`config.mk`:
```
export PLATFORM = sky130hd
export DESIGN_NAME = pong_match_ctrl_flat
export DESIGN_NICKNAME = d
export VERILOG_FILES = /design/src/rtl/pong_match_if.sv /design/src/rtl/pong_match_ctrl.sv /design/src/flat_wrapper.sv
export SDC_FILE = /design/constraint.sdc
export NUM_CORES = 1
export LEC_CHECK = 0
export BUFFER_PORTS_ARGS = -buffer_cell sky130_fd_sc_hd__buf_2
export CAP_MARGIN = 10
export CORE_MARGIN = 5
export CORE_UTILIZATION = 40
export CTS_BUF_LIST = sky130_fd_sc_hd__clkbuf_8
export DETAILED_ROUTE_END_ITERATION = 7
export GPL_ROUTABILITY_DRIVEN = 0
export PLACE_DENSITY_LB_ADDON = 0.2
export SLEW_MARGIN = 30
export SYNTH_ARGS = -nofsm -noshare
export SYNTH_HDL_FRONTEND = slang
export SYNTH_SLANG_ARGS = --single-unit
```
`constraint.sdc`:
```
create_clock -name i_Clock -period 2.8 [get_ports i_Clock]
set_input_delay 0.56 -clock i_Clock [delete_from_list [all_inputs] [get_ports i_Clock]]
set_output_delay 0.56 -clock i_Clock [all_outputs]
set_load 0.005 [all_outputs]
```
`src/rtl/pong_match_if.sv`:
```
// Bundles the match controller's pulse/level inputs and registered outputs.
// The master side drives the key/frame/goal inputs.
// The slave side is the match controller itself.
interface pong_match_if #(
  parameter int SCORE_W = 4
);
  logic               i_Frame_Tick;
  logic               i_Space;
  logic               i_P1_Point;
  logic               i_P2_Point;
  logic [2:0]         o_State;
  logic               o_Ball_Hold;
  logic               o_Ball_Launch;
  logic               o_Ball_Freeze;
  logic               o_Serve_Dir;
  logic               o_Paddle_En;
  logic [SCORE_W-1:0] o_P1_Score;
  logic [SCORE_W-1:0] o_P2_Score;
  logic [1:0]         o_Winner;

  modport master (
    output i_Frame_Tick, i_Space, i_P1_Point, i_P2_Point,
    input  o_State, o_Ball_Hold, o_Ball_Launch, o_Ball_Freeze, o_Serve_Dir,
           o_Paddle_En, o_P1_Score, o_P2_Score, o_Winner
  );

  modport slave (
    input  i_Frame_Tick, i_Space, i_P1_Point, i_P2_Point,
    output o_State, o_Ball_Hold, o_Ball_Launch, o_Ball_Freeze, o_Serve_Dir,
           o_Paddle_En, o_P1_Score, o_P2_Score, o_Winner
  );
endinterface

```
`src/rtl/pong_match_ctrl.sv`:
```
// Pong match sequencer: IDLE -> SERVE -> PLAY -> POINT/OVER, with scoring.
// The optional pause feature is enabled by defining PONG_PAUSE_EN; it adds
// the PAUSED state that freezes the ball and paddles.
//
// Inputs are single-cycle pulses (i_Frame_Tick, i_Space) or levels
// (i_P1_Point, i_P2_Point). There is no valid/ready handshake: every pulse
// is consumed in the cycle it is high, or it is dropped if the current
// state does not use it.
// All outputs come straight from registers. The next values are computed
// from the next state in one combinational block.
module pong_match_ctrl #(
  parameter int WIN_SCORE          = 7,
  parameter int SCORE_W            = 4,
  parameter int SERVE_DELAY_FRAMES = 60,
  parameter int POINT_HOLD_FRAMES  = 90
) (
  input  logic        i_Clock,
  input  logic        i_Reset,
  pong_match_if.slave io_Match
);

  typedef enum logic [2:0] {
    ST_IDLE   = 3'd0,
    ST_SERVE  = 3'd1,
    ST_PLAY   = 3'd2,
    ST_POINT  = 3'd3,
    ST_OVER   = 3'd4,
    ST_PAUSED = 3'd5
  } state_t;

  localparam logic [7:0]         SERVE_LOAD = 8'(SERVE_DELAY_FRAMES);
  localparam logic [7:0]         POINT_LOAD = 8'(POINT_HOLD_FRAMES);
  localparam logic [SCORE_W-1:0] WIN_VAL    = SCORE_W'(WIN_SCORE);

  state_t             r_state;
  logic [7:0]         r_count;
  logic [SCORE_W-1:0] r_p1_score;
  logic [SCORE_W-1:0] r_p2_score;
  logic [1:0]         r_winner;
  logic               r_serve_dir;
  logic               r_hold;
  logic               r_launch;
  logic               r_paddle_en;
  logic               r_p1_prev;
  logic               r_p2_prev;

  state_t             w_state_nxt;
  logic [7:0]         w_count_nxt;
  logic [SCORE_W-1:0] w_p1_score_nxt;
  logic [SCORE_W-1:0] w_p2_score_nxt;
  logic [1:0]         w_winner_nxt;
  logic               w_serve_dir_nxt;
  logic               w_hold_nxt;
  logic               w_launch_nxt;
  logic               w_paddle_en_nxt;
  logic               w_p1_edge;
  logic               w_p2_edge;
  logic [SCORE_W-1:0] w_p1_inc;
  logic [SCORE_W-1:0] w_p2_inc;

  assign w_p1_edge = io_Match.i_P1_Point & ~r_p1_prev;
  assign w_p2_edge = io_Match.i_P2_Point & ~r_p2_prev;
  assign w_p1_inc  = r_p1_score + SCORE_W'(1);
  assign w_p2_inc  = r_p2_score + SCORE_W'(1);

  // Next-state, counter, score and output decode; defaults hold everything.
  always_comb begin
    w_state_nxt     = r_state;
    w_count_nxt     = r_count;
    w_p1_score_nxt  = r_p1_score;
    w_p2_score_nxt  = r_p2_score;
    w_winner_nxt    = r_winner;
    w_serve_dir_nxt = r_serve_dir;

    case (r_state)
      ST_IDLE, ST_OVER: begin
        if (io_Match.i_Space) begin
          w_state_nxt    = ST_SERVE;
          w_count_nxt    = SERVE_LOAD;
          w_p1_score_nxt = '0;
          w_p2_score_nxt = '0;
          w_winner_nxt   = 2'b00;
        end
      end
      ST_SERVE: begin
        if (r_count == 8'd0) begin
          w_state_nxt = ST_PLAY;
        end else if (io_Match.i_Frame_Tick) begin
          w_count_nxt = r_count - 8'd1;
        end
      end
      ST_PLAY: begin
        // Player 1 wins a same-cycle tie; player 2's edge is dropped.
        if (w_p1_edge) begin
          w_p1_score_nxt  = w_p1_inc;
          w_serve_dir_nxt = 1'b1;
          if (w_p1_inc == WIN_VAL) begin
            w_state_nxt  = ST_OVER;
            w_winner_nxt = 2'b01;
          end else begin
            w_state_nxt = ST_POINT;
            w_count_nxt = POINT_LOAD;
          end
        end else if (w_p2_edge) begin
          w_p2_score_nxt  = w_p2_inc;
          w_serve_dir_nxt = 1'b0;
          if (w_p2_inc == WIN_VAL) begin
            w_state_nxt  = ST_OVER;
            w_winner_nxt = 2'b10;
          end else begin
            w_state_nxt = ST_POINT;
            w_count_nxt = POINT_LOAD;
          end
        end
`ifdef PONG_PAUSE_EN
        else if (io_Match.i_Space) begin
          w_state_nxt = ST_PAUSED;
        end
`endif
      end
      ST_POINT: begin
        if (r_count == 8'd0) begin
          w_state_nxt = ST_SERVE;
          w_count_nxt = SERVE_LOAD;
        end else if (io_Match.i_Frame_Tick) begin
          w_count_nxt = r_count - 8'd1;
        end
      end
`ifdef PONG_PAUSE_EN
      ST_PAUSED: begin
        if (io_Match.i_Space) begin
          w_state_nxt = ST_PLAY;
        end
      end
`endif
      default: begin
        w_state_nxt = ST_IDLE;
      end
    endcase

    // Outputs are decoded from the state being entered so they line up with it.
    w_hold_nxt      = (w_state_nxt != ST_PLAY) && (w_state_nxt != ST_PAUSED);
    w_paddle_en_nxt = (w_state_nxt != ST_OVER) && (w_state_nxt != ST_PAUSED);
    // Launch only when coming from SERVE, so a resume from PAUSED gives no pulse.
    w_launch_nxt    = (w_state_nxt == ST_PLAY) && (r_state == ST_SERVE);
  end

  // State, counter, score and output registers.
  always_ff @(posedge i_Clock or posedge i_Reset) begin
    if (i_Reset) begin
      r_state     <= ST_IDLE;
      r_count     <= 8'd0;
      r_p1_score  <= '0;
      r_p2_score  <= '0;
      r_winner    <= 2'b00;
      r_serve_dir <= 1'b0;
      r_hold      <= 1'b1;
      r_launch    <= 1'b0;
      r_paddle_en <= 1'b1;
    end else begin
      r_state     <= w_state_nxt;
      r_count     <= w_count_nxt;
      r_p1_score  <= w_p1_score_nxt;
      r_p2_score  <= w_p2_score_nxt;
      r_winner    <= w_winner_nxt;
      r_serve_dir <= w_serve_dir_nxt;
      r_hold      <= w_hold_nxt;
      r_launch    <= w_launch_nxt;
      r_paddle_en <= w_paddle_en_nxt;
    end
  end

  // Goal-level history sampled every cycle, so a level held across
  // POINT/SERVE cannot fire again on return to PLAY.
  always_ff @(posedge i_Clock or posedge i_Reset) begin
    if (i_Reset) begin
      r_p1_prev <= 1'b0;
      r_p2_prev <= 1'b0;
    end else begin
      r_p1_prev <= io_Match.i_P1_Point;
      r_p2_prev <= io_Match.i_P2_Point;
    end
  end

`ifdef PONG_PAUSE_EN
  logic r_freeze;

  // Ball freeze follows entry into PAUSED.
  always_ff @(posedge i_Clock or posedge i_Reset) begin
    if (i_Reset) begin
      r_freeze <= 1'b0;
    end else begin
      r_freeze <= (w_state_nxt == ST_PAUSED);
    end
  end

  assign io_Match.o_Ball_Freeze = r_freeze;
`else
  assign io_Match.o_Ball_Freeze = 1'b0;
`endif

  assign io_Match.o_State       = r_state;
  assign io_Match.o_Ball_Hold   = r_hold;
  assign io_Match.o_Ball_Launch = r_launch;
  assign io_Match.o_Serve_Dir   = r_serve_dir;
  assign io_Match.o_Paddle_En   = r_paddle_en;
  assign io_Match.o_P1_Score    = r_p1_score;
  assign io_Match.o_P2_Score    = r_p2_score;
  assign io_Match.o_Winner      = r_winner;

endmodule

```
`src/flat_wrapper.sv`:
```
// flat-port wrapper written by rule: the top's interface ports become plain ports
module pong_match_ctrl_flat 
#(
  parameter int WIN_SCORE          = 7,
  parameter int SCORE_W            = 4,
  parameter int SERVE_DELAY_FRAMES = 60,
  parameter int POINT_HOLD_FRAMES  = 90
)
  (i_Clock, i_Reset, io_Match_i_Frame_Tick, io_Match_i_Space, io_Match_i_P1_Point, io_Match_i_P2_Point, io_Match_o_State, io_Match_o_Ball_Hold, io_Match_o_Ball_Launch, io_Match_o_Ball_Freeze, io_Match_o_Serve_Dir, io_Match_o_Paddle_En, io_Match_o_P1_Score, io_Match_o_P2_Score, io_Match_o_Winner);
  pong_match_if #(.SCORE_W(SCORE_W)) io_Match_i ();
  input  logic i_Clock;
  input  logic i_Reset;
  input wire logic [$bits(io_Match_i.i_Frame_Tick)-1:0] io_Match_i_Frame_Tick;
  input wire logic [$bits(io_Match_i.i_Space)-1:0] io_Match_i_Space;
  input wire logic [$bits(io_Match_i.i_P1_Point)-1:0] io_Match_i_P1_Point;
  input wire logic [$bits(io_Match_i.i_P2_Point)-1:0] io_Match_i_P2_Point;
  output wire logic [$bits(io_Match_i.o_State)-1:0] io_Match_o_State;
  output wire logic [$bits(io_Match_i.o_Ball_Hold)-1:0] io_Match_o_Ball_Hold;
  output wire logic [$bits(io_Match_i.o_Ball_Launch)-1:0] io_Match_o_Ball_Launch;
  output wire logic [$bits(io_Match_i.o_Ball_Freeze)-1:0] io_Match_o_Ball_Freeze;
  output wire logic [$bits(io_Match_i.o_Serve_Dir)-1:0] io_Match_o_Serve_Dir;
  output wire logic [$bits(io_Match_i.o_Paddle_En)-1:0] io_Match_o_Paddle_En;
  output wire logic [$bits(io_Match_i.o_P1_Score)-1:0] io_Match_o_P1_Score;
  output wire logic [$bits(io_Match_i.o_P2_Score)-1:0] io_Match_o_P2_Score;
  output wire logic [$bits(io_Match_i.o_Winner)-1:0] io_Match_o_Winner;
  assign io_Match_i.i_Frame_Tick = io_Match_i_Frame_Tick;
  assign io_Match_i.i_Space = io_Match_i_Space;
  assign io_Match_i.i_P1_Point = io_Match_i_P1_Point;
  assign io_Match_i.i_P2_Point = io_Match_i_P2_Point;
  assign io_Match_o_State = io_Match_i.o_State;
  assign io_Match_o_Ball_Hold = io_Match_i.o_Ball_Hold;
  assign io_Match_o_Ball_Launch = io_Match_i.o_Ball_Launch;
  assign io_Match_o_Ball_Freeze = io_Match_i.o_Ball_Freeze;
  assign io_Match_o_Serve_Dir = io_Match_i.o_Serve_Dir;
  assign io_Match_o_Paddle_En = io_Match_i.o_Paddle_En;
  assign io_Match_o_P1_Score = io_Match_i.o_P1_Score;
  assign io_Match_o_P2_Score = io_Match_i.o_P2_Score;
  assign io_Match_o_Winner = io_Match_i.o_Winner;
  pong_match_ctrl #(.WIN_SCORE(WIN_SCORE), .SCORE_W(SCORE_W), .SERVE_DELAY_FRAMES(SERVE_DELAY_FRAMES), .POINT_HOLD_FRAMES(POINT_HOLD_FRAMES)) u_core (.i_Clock(i_Clock), .i_Reset(i_Reset), .io_Match(io_Match_i));
endmodule
```
==> impl_metrics.tcl, run 1 <==
set metrics [dict create \
    portBuffers 22 \
    drive_above_1_share 0.2308 \
    grt_pass1_vias 1270 \
    required_ns 2.96 \
    async_flop_share 1.000 \
    finalMaxSlewViolations 0 \
    cts_tree "built" \
    p_seq_frac 0.451 \
    swShare 0.3884 \
    drt_iter0_drc 109 \
    tns_ns 0 \
    yosys_warnings 0 \
    worstSetupPathType "register to register" \
    pwr-share-clk 0.145 \
    fin_nets 208 \
    insertedDiodeCount 0 \
    n_fill_cell 377 \
    vdd_drop_max_uv 256.3 \
    syn_area_um2 1638 \
    p_leak_nw 0.8512 \
    postCtsHoldBufs 0 \
    dr.pass1.iters 4 \
    status "complete, no violations" \
    drc 0 \
    dieArea_um2 5475 \
    wire_per_inst_um 14.36 \
    finalHoldViolCount 0 \
    rsz0062_at_grt "false" \
    end_kind "register" \
    layout-area-overhead-vs-synth_pct 11.76 \
    grt_max_degree 28 \
    ys_seq_elements 27 \
    ys.flop_type "dfrtp_1" \
    std_cell_rows 23 \
    antenna_found_initial 0 \
    die_w_um 73.99 \
    skew_ns 0.004218 \
    cts_root_buf "clkbuf_8" \
    syn_area_per_cell_um2 9.467 \
    ctsResizeCount 0 \
    p_sw_mw 0.5774 \
    cts_buffers 3 \
    postCtsSetupBuffers 0 \
    crit_fanout 8 \
    clk_path_buf_depth 2 \
    cts.sinks 27 \
    combPwrFrac 0.404 \
    whs_ns 0.3294 \
    start_util 0.4124 \
    ys_types 53 \
    core_area_um2 3971 \
    yosysSeqAreaShare 0.4141 \
    synth_edf_count 0 \
    drtAntennaViolNets 0 \
    dp_hpwl_mm 2.741 \
    grt_pass1_wl_mm 5.996 \
    ioPinCount 24 \
    htree_levels 1 \
    avgViaCountPerCell 5.576 \
    setup_violations 0 \
    vias 1366 \
    finalCritPeriodShare 0.8390 \
    die_y_um 73.99 \
    startpoint_type "register" \
    p_int_mw 0.9093 \
    fmax_mhz 425.7 \
    grtUsageTotal 0.1414 \
    syn_nets 185 \
    cap_viol_max_count 0 \
    clkLatencyLatePin_ns 0.27 \
    clkTransAtPathRegs_ns 0.09 \
    wirelength_mm 3.518 \
    syn_inst 173 \
    grt_overflow 0 \
    fin_crit_ns 2.349 \
    min_path_type "input port to async pin" \
    p_per_area_nw_per_um2 812.2 \
    cp.arrival_ns 2.51 \
]
==> flip-flops by register name, indices dropped and copies added (netlist names) <==
signal                         flops
u_core.io_Match.o_Winner           2
u_core.r_p1_prev                   1
u_core.io_Match.o_P2_Score         4
u_core.io_Match.o_Paddle_En        1
u_core.io_Match.o_State            3
u_core.io_Match.o_Ball_Launch      1
u_core.io_Match.o_Ball_Hold        1
u_core.io_Match.o_P1_Score         4
u_core.r_p2_prev                   1
u_core.r_count                     8
u_core.io_Match.o_Serve_Dir        1
==> per-layer routing <==
metal | share of wire | track usage
met1 | 0.45 | 0.1768
met3 | 0.040 | 0.02432
met5 | 0 | 0
met4 | 0.0060 | 0.04628
met2 | 0.51 | 0.2470
==> through the flow <==
step | power [mW] | cells | util | setup slack (ns) | instance area, um^2
3_5_place_dp | 1.282 | 241 | 0.4496 | 0.4787 | 1785
6_report | 1.487 | 245 | 0.4609 | 0.4507 | 1831
4_1_cts | 1.499 | 245 | 0.4609 | 0.4503 | 1831
5_1_grt | 1.616 | 245 | 0.4609 | 0.2866 | 1831
3_3_place_gp | 1.260 | 241 | 0.4496 | 0.5726 | 1785
2_1_floorplan | 1.116 | 173 | - | 0.6266 | 1638
==> critical path, cell delays in order (launching register included) <==
cell and delay, ns:
dfrtp_1 0.46, ha_1 0.25, or3b_2 0.46, o41ai_1 0.09, and3_1 0.39, or3_4 0.24, inv_4 0.06, mux2_4 0.29
==> power by group through the flow <==
stage               Sequential [mW]  Clock [mW]  Combinational, mW
floorplan                     0.614           0              0.502
global placement              0.669           0              0.591
detailed placement            0.675           0              0.607
CTS                           0.668       0.225              0.606
global route                  0.693       0.240              0.684
finish                        0.671       0.215              0.601
==> Yosys cell counts, drive strengths merged (3+ instances only) <==
| master | number | share of area |
|---|---|---|
| o21ai | 10 | 0.031 |
| nor2 | 10 | 0.029 |
| ha | 6 | 0.046 |
| buf | 5 | 0.024 |
| nand2b | 5 | 0.019 |
| dfrtp | 25 | 0.38 |
| nand2 | 17 | 0.039 |
| nor2b | 3 | 0.011 |
| a21oi | 13 | 0.042 |
| o31ai | 3 | 0.014 |
| o41ai | 6 | 0.037 |
| mux2 | 3 | 0.027 |
| nand3 | 9 | 0.027 |
| inv | 12 | 0.029 |
| nor3b | 4 | 0.018 |
| or3b | 3 | 0.019 |
==> kinds of logic after synthesis <==
logic type / synth area share
compound gates: 0.2086
simple gates: 0.2323
flops: 0.4141
xor+xnor: 0.005349
buf+inv: 0.05806
mux: 0.03361
other cells: 0.002290
fa+ha+maj: 0.04584
==> worst paths after layout <==
check                                              start                            end  slack [ns]  depth (start not counted)
max                        u_core.io_Match.o_P1_Score[0]              u_core.r_count[2]        0.45                          7
min reg2reg                  u_core.io_Match.o_Serve_Dir    u_core.io_Match.o_Serve_Dir        0.52                          1
max reg2reg                u_core.io_Match.o_P1_Score[0]              u_core.r_count[2]        0.45                          7
max in group asynchronous                        i_Reset    u_core.io_Match.o_Ball_Hold        2.16                          3
min in group i_Clock                 io_Match_i_P1_Point               u_core.r_p1_prev        0.41                          1
min                                              i_Reset  u_core.io_Match.o_P2_Score[2]        0.33                          3
==> layout make-up <==
class / instances / area (um^2) / share of cell area
clock inverters: 1 / 3.754 / 0.002051
inverters: 12 / 47.55 / 0.02597
clock buffers: 3 / 41.29 / 0.02256
well taps: 50 / 62.56 / 0.03418
multi-input cells: 127 / 864.6 / 0.4723
repair buffers: 25 / 132.6 / 0.07245
flip-flops and latches: 27 / 678.2 / 0.3705
==> placed cells by master (no fill, tap or decap), types with 3 or more instances in the layout <==
cell type	netlist	final
ha_1	6	6
mux2_4	3	3
nor2_1	8	8
dfrtp_1	25	25
nor2b_1	3	3
nand3_1	9	9
buf_2	2	22
o41ai_1	5	5
inv_1	11	12
o31ai_1	3	3
nor3b_1	4	4
nand2_1	17	17
o21ai_0	10	10
clkbuf_8	0	3
buf_4	1	3
nand2b_1	5	5
a21oi_1	12	12
(Power assumes the default switching activity.)
==> run 2: changes to the inputs <==
ABC_AREA = 1   (was default)
clock period = 2.45 ns   (was 2.8 ns; I/O delays follow)
==> impl_metrics.tcl, run 2 <==
set metrics [dict create \
    min_path_type "input port to async pin" \
    die_y_um 72.23 \
    grt_pass1_wl_mm 5.520 \
    grt_overflow 0 \
    grtUsageTotal 0.1302 \
    start_util 0.4168 \
    drtAntennaViolNets 0 \
    fmax_mhz 571.3 \
    finalHoldViolCount 0 \
    ctsResizeCount 0 \
    ys.flop_type "dfrtp_1" \
    wl_met2_mm 1.428 \
    pre_cts_ws_ns 0.6825 \
    ioPinCount 24 \
    dieArea_um2 5217 \
    p_leak_nw 0.9155 \
    vias 1302 \
    drt_iter0_drc 66 \
    fin_crit_ns 1.751 \
    setup_violations 0 \
    clkLatencyLatePin_ns 0.27 \
    dp_hpwl_mm 2.376 \
    cts.sinks 27 \
    largest_reg_flops 8 \
    die_w_um 72.23 \
    syn_nets 214 \
    layout-area-overhead-vs-synth_pct 13.00 \
    wirelength_mm 3.139 \
    insertedDiodeCount 0 \
    postCtsSetupBuffers 0 \
    portBuffers 22 \
    yosysMostFrequentCell "nand2_1" \
    cap_viol_max_count 0 \
    synthTopCellsByArea "dfrtp_1, nand2_1, inv_1" \
    yosysSeqAreaShare 0.4378 \
    syn_area_per_cell_um2 7.668 \
    syn_area_um2 1549 \
    startpoint_type "register" \
    cp.arrival_ns 1.96 \
    setup_ws_ns 0.6995 \
    async_flop_share 1.000 \
    htree_levels 1 \
    finalMaxSlewViolations 0 \
    cts_tree "built" \
    finalCritPeriodShare 0.7145 \
    synth_top_area_share 0.4039 \
    clkTransAtPathRegs_ns 0.09 \
    ys_seq_elements 27 \
    grt_pass1_vias 1250 \
    worstSetupPathType "register to register" \
    synth_edf_count 0 \
    layout_commonest_cell "nand2_1" \
    grt_max_degree 28 \
    std_cell_rows 22 \
    synth_largest_area_cell "dfrtp_1" \
    synth_common_cells "nand2_1, inv_1, dfrtp_1" \
    top_register "u_core.r_count" \
    cts_buffers 3 \
    whs_ns 0.2611 \
    core_area_um2 3716 \
    vdd_drop_max_uv 459.0 \
    rsz0062_at_grt "false" \
    syn_inst 202 \
    layout_common_cells "nand2_1, inv_1, dfrtp_1" \
    avgViaCountPerCell 4.735 \
    cts_root_buf "clkbuf_8" \
    cp-startpoint "u_core.io_Match.o_P1_Score[1]" \
    top_layer "met4" \
    fin_nets 240 \
    r2r-start "u_core.io_Match.o_P1_Score[1]" \
    drc 0 \
    ys_types 27 \
    yosys_warnings 0 \
    tns_ns 0 \
    end_kind "register" \
    crit_fanout 17 \
    wire_per_inst_um 11.41 \
    dr.pass1.iters 4 \
    clk_path_buf_depth 2 \
    wl_met1_mm 1.566 \
    required_ns 2.66 \
    status "complete, no violations" \
    postCtsHoldBufs 0 \
    p_per_area_nw_per_um2 916.3 \
    drive_above_1_share 0.1894 \
    skew_ns 0.003701 \
    antenna_found_initial 0 \
    wl_met3_um 117 \
]
## run 2: worst max-delay path, cell delays in order, from the launching register on
cell,delay (ns)
dfrtp_1,0.45
ha_1,0.22
nand2_1,0.06
nand2_1,0.07
nor2_1,0.12
nand2_1,0.07
nand2_1,0.15
nand3_4,0.21
nand2_1,0.19
nand2_1,0.07
nor2_1,0.08
## run 2: per-layer routing
metal	vias up	global-route usage
li1	685	-
met1	597	0.1743
met2	18	0.2174
met3	2	0.02770
met4	0	0.02505
met5	-	0
## run 2: final timing paths
| check | slack, ns | cells after the start | endpoint |
|---|---|---|---|
| setup / recovery | 0.70 | 10 | u_core.r_count[0] |
| max in group asynchronous | 1.88 | 3 | u_core.io_Match.o_Paddle_En |
| hold reg to reg | 0.48 | 2 | u_core.io_Match.o_Winner[1] |
| setup reg to reg | 0.70 | 10 | u_core.r_count[0] |
| hold / removal | 0.26 | 3 | u_core.r_count[1] |
| min in group i_Clock | 0.34 | 1 | u_core.r_p2_prev |
## run 2: stage by stage
| stage | std cells | utilization | area (um^2) | power [mW] |
|---|---|---|---|---|
| 2_1_floorplan | 202 | - | 1549 | 1.218 |
| 3_3_place_gp | 271 | 0.4586 | 1704 | 1.357 |
| 3_5_place_dp | 271 | 0.4586 | 1704 | 1.363 |
| 4_1_cts | 275 | 0.4710 | 1750 | 1.622 |
| 5_1_grt | 275 | 0.4710 | 1750 | 1.778 |
| 6_report | 275 | 0.4710 | 1750 | 1.604 |
## run 2: cell families after synthesis
kind of cell | Yosys count | synth area share
xor+xnor | 1 | 0.005655
compound gates | 19 | 0.07027
simple gates | 114 | 0.3433
flops | 27 | 0.4378
other cells | 1 | 0.002421
buf+inv | 34 | 0.09209
fa+ha+maj | 6 | 0.04846
## run 2: power by group
| group | leakage, nW | internal (mW) | total [mW] | switching (mW) |
|---|---|---|---|---|
| registers | 0.343 | 0.538 | 0.633 | 0.0953 |
| logic | 0.547 | 0.241 | 0.719 | 0.479 |
| clock network | 0.0255 | 0.114 | 0.251 | 0.137 |
## run 2: cell type report
type	count	area, um^2
Timing Repair Buffer	23	117.6
Sequential cell	27	678.2
Clock inverter	1	5.005
Clock buffer	3	41.29
Inverter	32	120.1
Tap cell	48	60.06
Multi-Input combinational cell	141	728.2
Fill cell	380	1966
==> run 3: changes to the inputs <==
ABC_AREA = 0   (was 1)
clock period = 1.55 ns   (was 2.45 ns; I/O delays follow)
==> impl_metrics.tcl, run 3 (synthesized netlist as in run 1, its figures left out) <==
set metrics [dict create \
    status "finished with violations" \
    violations "setup timing" \
    finalHoldViolCount 0 \
    crit_buf_inv 1 \
    grt_pass1_wl_mm 7.541 \
    dieArea_um2 5475 \
    swShare 0.3895 \
    die_y_um 73.99 \
    rsz0062_at_grt "true" \
    insertedDiodeCount 0 \
    fin_crit_ns 2.001 \
    p_per_area_nw_per_um2 1460 \
    cts_root_buf "clkbuf_8" \
    cp-startpoint "u_core.io_Match.o_P1_Score[1]" \
    clkLatencyLatePin_ns 0.27 \
    grt_pass1_vias 1604 \
    drt_iter0_drc 69 \
    end_kind "register" \
    finalPower_mw 3.549 \
    htree_levels 1 \
    post_dp_cell_area_um2 2217 \
    r2r_slack_ns -0.45 \
    finalMaxSlewViolations 0 \
    p_leak_nw 1.167 \
    cp-endpoint "u_core.r_count[7]" \
    whs_ns 0.08022 \
    wire_per_inst_um 15.18 \
    vias 1613 \
    crit_fanout 5 \
    std_cell_rows 23 \
    reg2reg_depth 7 \
    crit_chain "ha_2 -> or3b_2 -> o41ai_2 -> and3_1 -> or3_4 -> buf_6 -> a22o_1" \
    cpPeakStageDelay_ns 0.42 \
    cts_buffers 3 \
    setup_ws_ns -0.4512 \
    cp.arrival_ns 2.17 \
    dp_hpwl_mm 3.390 \
    skew_ns 0.002284 \
    core_area_um2 3971 \
    cpMaxStageDelayCell "or3_4" \
    reg2reg_to "u_core.r_count[7]" \
    p_sw_mw 1.382 \
    finalCritPeriodShare 1.291 \
    pwr-share-clk 0.112 \
    grt_overflow 0 \
    die_w_um 73.99 \
    ioPinCount 24 \
    portBuffers 22 \
    cts_tree "built" \
    vdd_drop_max_uv 754.2 \
    min_path_type "input port to async pin" \
    pre_cts_ws_ns -0.4888 \
    fin_util 0.6118 \
    avgViaCountPerCell 5.395 \
    grtUsageTotal 0.1764 \
    clk_path_buf_depth 2 \
    dr.pass1.iters 4 \
    cap_viol_max_count 0 \
    start_util 0.4124 \
    antenna_found_initial 0 \
    layout_common_cells "buf_4, dfrtp_1, buf_2" \
    layout-area-overhead-vs-synth_pct 48.36 \
    drive_above_1_share 0.4980 \
    n_fill_cell 332 \
    startpoint_type "register" \
    drc 0 \
    layout_commonest_cell "buf_4" \
    drtAntennaViolNets 0 \
    path_delay_family "simple AND/OR/NAND/NOR gates" \
    clkTransAtPathRegs_ns 0.09 \
    r2r-start "u_core.io_Match.o_P1_Score[1]" \
    cp.depth 7 \
    p_seq_frac 0.303 \
    worstSetupPathType "register to register" \
    wirelength_mm 4.539 \
    setup_violations 15 \
    cts.sinks 27 \
    largest_reg_flops 8 \
    fin_nets 262 \
    final_area_um2 2430 \
    p_int_mw 2.166 \
    combPwrFrac 0.585 \
    grt_max_degree 28 \
    top_register "u_core.r_count" \
    fmax_mhz 499.7 \
    required_ns 1.71 \
]
## run 3: worst min-delay path by stage
stage | depth (start not counted) | slack, ns | start | to
global placement | 3 | 0.39 | i_Reset | u_core.r_count[3]
finish | 3 | 0.08 | i_Reset | u_core.r_p2_prev
detailed placement | 3 | 0.39 | i_Reset | u_core.r_count[4]
CTS | 3 | 0.09 | i_Reset | u_core.r_p2_prev
floorplan | 0 | 0.34 | io_Match_i_P1_Point | u_core.r_p1_prev
global route | 3 | 0.13 | i_Reset | u_core.r_p2_prev
## run 3: tightest hold or removal path: stages
cell and delay, ns:
buf_2 0.09, inv_1 0.04, buf_4 0.32
## run 3: cell type report
| type | instances | area (um^2) | share of cell area |
|---|---|---|---|
| multi-input combinational | 127 | 1045 | 0.4300 |
| sequential | 27 | 680.7 | 0.2801 |
| timing repair buffer | 79 | 549.3 | 0.2261 |
| tap | 50 | 62.56 | 0.02575 |
| inverter | 12 | 47.55 | 0.01957 |
| clock buffer | 3 | 41.29 | 0.01699 |
| clock inverter | 1 | 3.754 | 0.001545 |
## run 3: power by group through the flow
stage / logic (mW) / clock network, mW / registers [mW]
6_report: 2.07 / 0.398 / 1.08
3_3_place_gp: 1.70 / 0 / 1.07
5_1_grt: 2.25 / 0.445 / 1.10
4_1_cts: 1.98 / 0.414 / 1.07
3_5_place_dp: 1.77 / 0 / 1.08
2_1_floorplan: 0.930 / 0 / 1.12
## run 3: through the flow
step	std cells	setup TNS, ns
3_3_place_gp	293	-4.683
4_1_cts	298	-4.914
2_1_floorplan	173	-4.726
6_report	299	-5.029
5_1_grt	299	-5.962
3_5_place_dp	293	-5.695
## run 3: what timing repair did
action,4_1_cts,5_1_grt
pin swaps,2,5
endpoints found under the hold margin,0,0
setup buffers,1,1
endpoints found under the setup margin,16,24
gates cloned,0,0
hold buffers,0,0
resized for setup,16,12
## run 3: per-layer routing
metal | track usage | part of all wire | vias up
met1 | 0.2299 | 0.45 | 784
met2 | 0.3081 | 0.49 | 43
li1 | - | - | 778
met5 | 0 | 0 | -
met3 | 0.02432 | 0.048 | 8
met4 | 0.04427 | 0.015 | 0
